[src/rtl/demux_pkg.sv]
// Shared constants and the channel-slice helper for the 1-to-8 word demux.
// Slices the flattened multi-channel bus: bus[`DEMUX_SLICE(k, w)] selects channel k.
`ifndef DEMUX_SLICE
`define DEMUX_SLICE(k, w) (k)*(w) +: (w)
`endif

package demux_pkg;
    localparam int unsigned DEMUX_WIDTH = 32;
    localparam int unsigned DEMUX_SEL_W = 3;
    localparam int unsigned DEMUX_N     = 2**DEMUX_SEL_W;
endpackage

[src/rtl/demux_out_slot.sv]
// One-entry output holding register with valid/ready handshake.
module demux_out_slot
    import demux_pkg::*;
#(
    parameter int unsigned WIDTH = DEMUX_WIDTH
) (
    input  logic             clk,
    input  logic             rst_n,
    input  logic             load,
    input  logic [WIDTH-1:0] data_in,
    input  logic             out_ready,
    output logic             full,
    output logic [WIDTH-1:0] data_out,
    output logic             slot_ready
);

    // A fill wins over a drain in the same cycle, giving 1 word/cycle throughput.
    always_ff @(posedge clk) begin
        if (!rst_n) begin
            full     <= 1'b0;
            data_out <= '0;
        end else if (load) begin
            full     <= 1'b1;
            data_out <= data_in;
        end else if (out_ready) begin
            full     <= 1'b0;
        end
    end

    assign slot_ready = !full || out_ready;

endmodule

[src/rtl/demux1to8_32b_stream.sv]
// Registered 1-to-8 stream demux: select decode and in_ready mux over eight slots.
// Optional broadcast input enabled by defining DEMUX1TO8_BCAST_EN.
module demux1to8_32b_stream
    import demux_pkg::*;
#(
    parameter int unsigned WIDTH = DEMUX_WIDTH,
    parameter int unsigned SEL_W = DEMUX_SEL_W
) (
    input  logic                       clk,
    input  logic                       rst_n,
    input  logic                       in_valid,
    output logic                       in_ready,
    input  logic [SEL_W-1:0]           in_sel,
    input  logic [WIDTH-1:0]           in_data,
`ifdef DEMUX1TO8_BCAST_EN
    input  logic                       in_bcast,
`endif
    output logic [(2**SEL_W)-1:0]       out_valid,
    input  logic [(2**SEL_W)-1:0]       out_ready,
    output logic [(2**SEL_W)*WIDTH-1:0] out_data
);

    localparam int unsigned N = 2**SEL_W;

    logic [N-1:0] slot_ready;
    logic [N-1:0] load;

    always_comb begin
        load     = '0;
        in_ready = slot_ready[in_sel];
`ifdef DEMUX1TO8_BCAST_EN
        if (in_bcast) begin
            in_ready = &slot_ready;
        end
        if (in_valid && in_ready) begin
            if (in_bcast) begin
                load = '1;
            end else begin
                load[in_sel] = 1'b1;
            end
        end
`else
        if (in_valid && in_ready) begin
            load[in_sel] = 1'b1;
        end
`endif
    end

    for (genvar k = 0; k < N; k++) begin : g_slot
        demux_out_slot #(
            .WIDTH(WIDTH)
        ) u_slot (
            .clk        (clk),
            .rst_n      (rst_n),
            .load       (load[k]),
            .data_in    (in_data),
            .out_ready  (out_ready[k]),
            .full       (out_valid[k]),
            .data_out   (out_data[`DEMUX_SLICE(k, WIDTH)]),
            .slot_ready (slot_ready[k])
        );
    end

endmodule

[config.mk]
export PLATFORM = sky130hd
export DESIGN_NAME = demux1to8_32b_stream
export DESIGN_NICKNAME = d
export VERILOG_FILES = /design/src/rtl/demux_pkg.sv /design/src/rtl/demux_out_slot.sv /design/src/rtl/demux1to8_32b_stream.sv
export SDC_FILE = /design/constraint.sdc
export NUM_CORES = 1
export LEC_CHECK = 0
export ABC_CLOCK_PERIOD_IN_PS = 1800
export BUFFER_PORTS_ARGS = -buffer_cell sky130_fd_sc_hd__buf_2
export CORE_ASPECT_RATIO = 1.2
export CORE_MARGIN = 1
export CORE_UTILIZATION = 40
export CTS_CLUSTER_DIAMETER = 30
export DETAILED_ROUTE_END_ITERATION = 10
export MAX_ROUTING_LAYER = met4
export PLACE_DENSITY = 0.72
export RECOVER_POWER = 25
export SLEW_MARGIN = 10
export SYNTH_ARGS = -nofsm -noshare
export SYNTH_HDL_FRONTEND = slang
export SYNTH_SLANG_ARGS = --single-unit
export TNS_END_PERCENT = 50
[constraint.sdc]
create_clock -name clk -period 1.8 [get_ports clk]
set_clock_uncertainty 0.15 [all_clocks]
set_input_delay 0.18 -clock clk [delete_from_list [all_inputs] [get_ports clk]]
set_output_delay 0.18 -clock clk [all_outputs]
set_load 0.1 [all_outputs]
==> metrics.yaml <==
status: "complete, but fails checks"
violations: "setup timing"
grtUsageTotal_pct: 29.0
hp-class: "primary input to flip-flop"
synth_cells: 1259
antenna_found_initial: 2
synth_top_area_share_pct: 47.2
fin_area_um2: 14900
slew_viol_final: 0
muxShareOfSynthArea_pct: 0.492
overflow: 0
ant_nets: 0
grt_pass1_vias: 10300
post_synth_instance_area_um2: 11200
die-width_um: 155
root_buffer: "clkbuf_16"
dpl_cell_area_um2: 12800
total_power_mw: 17.5
area_delta_synth_final_pct: 32.8
fin_crit_sh_pct: 122
critical-path-slowest-cell: "mux4_2"
yosysTopAreaCell: "dfxtp_1"
ys_types: 29
path_cells: "nor2b_4 -> mux4_2 -> mux2i_4 -> buf_12"
fmax_mhz: 457
p_leak_nw: 6.03
cts_tree: "done"
rsz0062_at_grt: "true"
viasPerCell: 5.70
hpwl_mm: 26.6
synthTopCellsByArea: "dfxtp_1 47%, a21boi_1 16%, nand3_1 11%"
slowest_delay_ps: 490
final_common_cell: "buf_2"
htreeDepth: 2
final_cell_mix: "308 x buf_2, 258 x dfxtp_1, 256 x nand3_1"
dp_cells: 1810
synthSimpleGateAreaFrac_pct: 14.0
crit_path_start: "g_slot[5].u_slot.full"
ioPinCount: 311
synth_compound_area_share_pct: 29.2
core_region_area_um2: 27300
wl_per_cell_um: 21.4
clock_path_buffers: 3
yosysSeqAreaShare_pct: 47.2
gp_congestion: 0.860
synthesis.nets: 1305
yosysWarnings: 0
synth_top_family_by_area: "compound AO/OA/AOI/OAI gates"
start_util_pct: 40.9
dr_total_vias: 11100
numPortBuffers: 310
slew-limit-headroom_pct: 49.4
rr_endpoint: "g_slot[2].u_slot.data_out[17]"
grt_pass1_wl_mm: 61.4
critPathLaunchType: "flip-flop"
clk_pin_slew_ps: 50
maxCapViolCount: 0
grt_max_degree: 83
numCtsBuffers: 49
finalSetupViolCount: 1
ys_ff_latch: 264
synthAdderAreaFrac_pct: 0
worst_hold_slack_ps: 86.3
fillCellCount: 2479
worst_ep_required_time_ps: 1470
fin_nets: 1568
setup_slack_ps: -389
fin_cells: 1938
rows: 66
critPathCapture: "in_ready"
firstDrtPassIters: 5
path_max_fanout: 2
power_density_nw_per_um2: 1180
worstSetupPathType: "flip-flop to primary output"
drive_gt1_share_pct: 30.3
drt_iter0_drc: 862
die_area_um2: 28600
worstMarginPinSlew_ps: 759
synth_area_per_cell_um2: 8.89
reg2reg_from: "g_slot[2].u_slot.full"
fin_crit_ps: 2190
die_y_um: 185
routed_wirelength_mm: 41.5
cp-end-kind: "primary output"
synth_xor_area_share_pct: 0
drc: 0
ff2ff_path_depth: 4
rrSetupSlack_ps: 60
ir_drop_uv: 787
clkLatencyLatePin_ps: 540
worstPathArrival_ps: 1860
cts_sinks: 264
hold_viol_final: 0
worst max-delay path: cells and delay by family (launching register included):
family	cells	cell delay, ps
mux	2	670
buf+inv	1	200
flops	1	310
simple gates	1	120
worst min-delay path by stage:
| stage | start | end | slack (ps) | cells past startpoint |
|---|---|---|---|---|
| detailed placement | g_slot[4].u_slot.data_out[13] | g_slot[4].u_slot.data_out[13] | 310 | 2 |
| CTS | out_ready[4] | g_slot[4].u_slot.full | 60 | 4 |
| finish | out_ready[4] | g_slot[4].u_slot.full | 90 | 4 |
| global placement | g_slot[4].u_slot.data_out[23] | g_slot[4].u_slot.data_out[23] | 310 | 2 |
| floorplan | in_sel[0] | g_slot[0].u_slot.data_out[0] | 260 | 3 |
| global route | out_ready[1] | g_slot[1].u_slot.full | 90 | 4 |
cells by family (layout without fill, tap and decap cells):
logic type	after synthesis	in the layout
other	0	2
AO/OA/AOI/OAI	520	520
buffers and inverters	184	487
flip-flops	264	264
multiplexers	3	3
AND/OR/NAND/NOR	288	288
synth_stat cells:
cell type        instances
nand4bb_1                3
clkdlybuf4s50_2          1
nand4b_1                 3
a21boi_1               241
buf_2                   37
or4b_4                   1
nor2b_1                  7
nand3_1                256
mux2i_1                  1
dfxtp_1                264
a21boi_0                23
clkbuf_4                 6
and4bb_1                 2
o21ai_1                 54
and4bb_2                 1
and4_1                   1
dlygate4sd1_1            2
clkbuf_1                87
buf_4                   21
and4b_1                  3
buf_1                    6
nor2b_4                  1
clkbuf_2                 3
o21ai_0                202
nand4_1                  1
buf_6                   21
mux4_2                   2
nor4b_4                  1
nand2b_1                 8
what timing repair did:
item	in CTS	in global routing
cloned	0	0
resized for setup	3	5
endpoints found under the setup margin	1	1
hold endpoints to repair	257	0
hold buffers	33	0
pin swaps	0	0
buffers inserted	2	0
power breakdown:
part           switching [mW]  internal, mW  leakage [nW]
Combinational            1.49         0.404          3.06
Clock                    3.34          6.27         0.838
Sequential             0.0595          5.98          2.14
per-stage QoR:
step	worst slack [ps]	utilization (%)	TNS, ps
after floorplan	-85.6	-	-85.6
after global placement	114	46.8	0
after detailed placement	94.3	46.8	0
after CTS	-413	54.5	-413
after global routing	-432	54.4	-692
final	-389	54.4	-389
area by class of cell:
| class | count | area, um^2 | share of cell area (%) |
|---|---|---|---|
| Sequential cell | 264 | 5290 | 35.6 |
| Timing Repair Buffer | 396 | 2390 | 16.1 |
| Multi-Input combinational cell | 811 | 4960 | 33.4 |
| Clock inverter | 38 | 458 | 3.08 |
| Tap cell | 374 | 468 | 3.15 |
| Antenna cell | 2 | 5.00 | 0.0337 |
| Clock buffer | 53 | 1280 | 8.64 |
registers in the layout (all words and copies together), names as in the netlist:
register and cells:
g_slot.u_slot.full 8, g_slot.u_slot.data_out 256
metal layers:
metal	track usage (%)	wire (um)	vias up
met5	-	0	-
met4	14.5	2050	0
met3	5.80	3220	129
met2	47.0	19700	614
met1	34.1	16500	5292
li1	-	-	5015
Power figures use the tool's default switching activity.
